**src/rtl/cu_sequence_counter.sv**
```systemverilog
`default_nettype none
// ============================================================================
// cu_sequence_counter : CU control-step counter (clear/load/stall/halt)
// Rev 1.0
// ============================================================================
module cu_sequence_counter #(
  parameter int N      = 6,
  parameter int STATES = 40
) (
  input  logic         clk,
  input  logic         rst_n,
  input  logic         clr,
  input  logic         ld,
  input  logic [N-1:0] ld_value,
  input  logic         en,
  input  logic         stall,
  input  logic         halt_req,
  input  logic         resume,
  output logic [N-1:0] counter_value,
  output logic         wrap,
  output logic         halted,
  output logic         load_err
);

  typedef enum logic [0:0] {
    ST_RUN    = 1'b0,
    ST_HALTED = 1'b1
  } state_t;

  localparam logic [N-1:0] C_LAST   = N'(STATES - 1);
  // One extra bit so STATES == 2**N still compares correctly.
  localparam logic [N:0]   C_STATES = (N + 1)'(STATES);

  state_t       r_state;
  logic [N-1:0] r_count;
  logic         r_wrap;
  logic         r_halted;
  logic         r_load_err;
  logic         w_ld_ok;

  assign w_ld_ok = ({1'b0, ld_value} < C_STATES);

  always_ff @(posedge clk) begin
    if (!rst_n) begin
      r_state    <= ST_RUN;
      r_count    <= '0;
      r_wrap     <= 1'b0;
      r_halted   <= 1'b0;
      r_load_err <= 1'b0;
    end else begin
      r_wrap <= 1'b0;
      case (r_state)
        ST_RUN: begin
          if (clr) begin
            r_count    <= '0;
            r_load_err <= 1'b0;
          end else if (halt_req) begin
            r_state  <= ST_HALTED;
            r_halted <= 1'b1;
          end else if (ld) begin
            if (w_ld_ok) begin
              r_count <= ld_value;
            end else begin
              r_count    <= '0;
              r_load_err <= 1'b1;
            end
          end else if (en && !stall) begin
            if (r_count == C_LAST) begin
              r_count <= '0;
              r_wrap  <= 1'b1;
            end else begin
              r_count <= r_count + 1'b1;
            end
          end
        end
        ST_HALTED: begin
          if (clr) begin
            r_count    <= '0;
            r_load_err <= 1'b0;
          end
          if (resume) begin
            r_state  <= ST_RUN;
            r_halted <= 1'b0;
          end
        end
        default: begin
          r_state  <= ST_RUN;
          r_halted <= 1'b0;
        end
      endcase
    end
  end

  assign counter_value = r_count;
  assign wrap          = r_wrap;
  assign halted        = r_halted;
  assign load_err      = r_load_err;

endmodule
`default_nettype wire
```
**config.mk**
```make
export PLATFORM = sky130hd
export DESIGN_NAME = cu_sequence_counter
export DESIGN_NICKNAME = d
export VERILOG_FILES = /design/src/rtl/cu_sequence_counter.sv
export SDC_FILE = /design/constraint.sdc
export NUM_CORES = 1
export LEC_CHECK = 0
export ABC_AREA = 1
export CAP_MARGIN = 10
export CORE_UTILIZATION = 25
export DETAILED_ROUTE_END_ITERATION = 16
export HOLD_SLACK_MARGIN = 0.03
export SYNTH_ARGS = -nofsm -noshare
export SYNTH_HDL_FRONTEND = slang
export SYNTH_SLANG_ARGS = --single-unit
```
**constraint.sdc**
```tcl
create_clock -name clk -period 1.36 [get_ports clk]
set_input_delay 0.34 -clock clk [delete_from_list [all_inputs] [get_ports clk]]
set_output_delay 0.34 -clock clk [all_outputs]
set_load 0.02 [all_outputs]
```
==> flow_metrics.env <==
export IMPL_status="finished clean"
export IMPL_cp_start_kind="flip-flop"
export IMPL_final_setup_worst_slack_ns=0.0386
export IMPL_pin_count=23
export IMPL_synth_cell_types=20
export IMPL_slew_violations=0
export IMPL_grt_max_degree=9
export IMPL_place_ws_ns=-0.211
export IMPL_crit_chain="dlygate4sd2_1"
export IMPL_synth_avg_cell_area_um2=6.56
export IMPL_cts_tree="yes"
export IMPL_drt_total_wl_um=1590
export IMPL_cp_top_family="flip-flops"
export IMPL_final_common_cell="nand2_1"
export IMPL_cts_reportedPaths_clkPinSlew_ns=0.08
export IMPL_placed_cells=154
export IMPL_reg2reg_slack_ns=0.14
export IMPL_crit_type="reg2out"
export IMPL_portBuffers=22
export IMPL_insertion_delay_ns=0.28
export IMPL_die_h_um=51.1
export IMPL_postCtsSetupRepairBufs=0
export IMPL_crit_path_top_delay_cell="dfxtp_1"
export IMPL_area_growth_syn_to_layout_pct=63.3
export IMPL_irDropWorstVdd_uv=424
export IMPL_wire_per_inst_um=10.1
export IMPL_ant_nets=0
export IMPL_worst_pin_slew_ns=0.278
export IMPL_start_util_pct=27.0
export IMPL_powerDensity_nw_per_um2=792
export IMPL_slowest_delay_ns=0.37
export IMPL_fill_cells=258
export IMPL_viasPerCell=4.53
export IMPL_p_total_uw=780
export IMPL_cts_root_buf="clkbuf_4"
export IMPL_hold_viol=0
export IMPL_drt_iter0_drc=9
export IMPL_synthCells=92
export IMPL_cts_hold_buffers=0
export IMPL_rows=17
export IMPL_numClockSinks=10
export IMPL_multi_input_area_um2=354
export IMPL_track_usage_pct=13.5
export IMPL_finalCritPeriodShare_pct=97.2
export IMPL_finClkSkew_ns=0.00933
export IMPL_yosys_warnings=0
export IMPL_grt_overflow=0
export IMPL_cts_htree_levels=1
export IMPL_diodes=0
export IMPL_grt_pass1_wl_um=2650
export IMPL_max_slew_margin_rel_pct=81.5
export IMPL_critPathRequiredTime_ns=1.02
export IMPL_grt_pass1_vias=655
export IMPL_vias=715
export IMPL_leakage_uw=0.000497
export IMPL_fin_crit_ns=1.32
export IMPL_ys_seq_area_share_pct=33.2
export IMPL_endpoint_kind="primary output"
export IMPL_drive_gt1_share_pct=20.8
export IMPL_ff_latch_area_um2=201
export IMPL_first_pass_iters=4
export IMPL_hp_class="in2reg"
export IMPL_drv_cap=0
export IMPL_die_area_um2=2610
export IMPL_cts_max_path_buffers=2
export IMPL_synth_seq_cells=10
export IMPL_layout_common_cells="nand2_1, buf_4, clkdlybuf4s50_1, inv_1, nand3_1"
export IMPL_syn_nets=107
export IMPL_final_nets=146
export IMPL_place_congestion=0.866
export IMPL_die_x_um=51.1
export IMPL_timing_fmax_mhz=757
export IMPL_core_um2=2230
export IMPL_cts_resized_gates=9
export IMPL_drc=0
export IMPL_crit_path_max_fanout=3
export IMPL_antenna_found_initial=0
export IMPL_arrival_ns=0.98
export IMPL_rsz0062_at_grt="false"
export IMPL_dp_hpwl_um=1250
export IMPL_instances_no_fill=158
export IMPL_netlist_area_um2=603
export IMPL_finalSetupViolCount=0
export IMPL_crit_buf_inv=1
export IMPL_cts_buffers=3
[logic make-up after synthesis]
| family | count (synthesis) | synth area share, % |
|---|---|---|
| AOI/OAI and AO/OA | 18 | 17.8 |
| adders and majority gates | 1 | 2.07 |
| buffers and inverters | 13 | 9.34 |
| DFF | 10 | 33.2 |
| and+or+nand+nor | 50 | 37.6 |
[synth_stat cells]
cell       n  area [um2]
nand4_1    1        6.26
o21ai_2    2        17.5
nor2_1     5        18.8
nand3b_1   1        7.51
nor4_1     1        6.26
o211ai_1   1        7.51
o211a_1    1        10.0
inv_1     10        37.5
dfxtp_1   10         200
ha_1       1        12.5
a21oi_1    9        45.0
o21ai_0    4        20.0
nand2_1   28         105
nand2_2    1        6.26
inv_2      2        7.51
nor2_4     1        11.3
buf_6      1        11.3
o21bai_1   1        7.51
nand3_2    1        10.0
nand3_1   11        55.1
[cell type report]
class / instances / share of cell area (%)
flip-flops and latches: 10 / 20.5
repair buffers: 35 / 31.8
inverters: 12 / 4.57
clock buffers: 4 / 3.68
multi-input cells: 69 / 36.0
well taps: 28 / 3.56
[worst paths after layout]
check / startpoint / end / cells past startpoint
setup / recovery: counter_value[1] / counter_value[1] / 1
hold / removal: clr / wrap / 4
setup reg to reg: counter_value[1] / counter_value[3] / 8
hold reg to reg: halted / halted / 2
[routing by layer]
metal	part of all wire (%)	track usage (%)	wire length, um
met1	47	16.4	742
met2	47	22.1	742
met3	4.3	1.79	69
met4	2.4	8.33	38
met5	0	0	0
[per-stage QoR]
step                      TNS (ns)  cell area, um2  utilization [%]  hold slack (ns)
after CTS                        0             970             43.4            0.470
after floorplan                  0             603                -            0.417
after global placement       -1.35             945             42.3            0.456
after detailed placement     -1.39             945             42.3            0.461
final                            0             985             44.1            0.434
after global routing             0             985             44.1            0.475
[registers in the layout, summed over array words and instances, names as in the netlist]
name           flops
counter_value      6
r_state            1
wrap               1
load_err           1
halted             1
[worst reg2reg max path: stages (launching register included)]
cell,delay [ns]
dfxtp_1,0.37
ha_1,0.18
nand2_1,0.08
inv_1,0.11
nand3_2,0.12
nand3_1,0.09
nand2_1,0.05
nand3_1,0.06
a21oi_1,0.06
[power breakdown]
| part | leakage [uW] | switching [uW] | internal [uW] |
|---|---|---|---|
| Clock | 0.0000210 | 119 | 163 |
| Sequential | 0.0000819 | 8.31 | 305 |
| Combinational | 0.000394 | 91.5 | 93.0 |
Power figures use the tool's default switching activity.
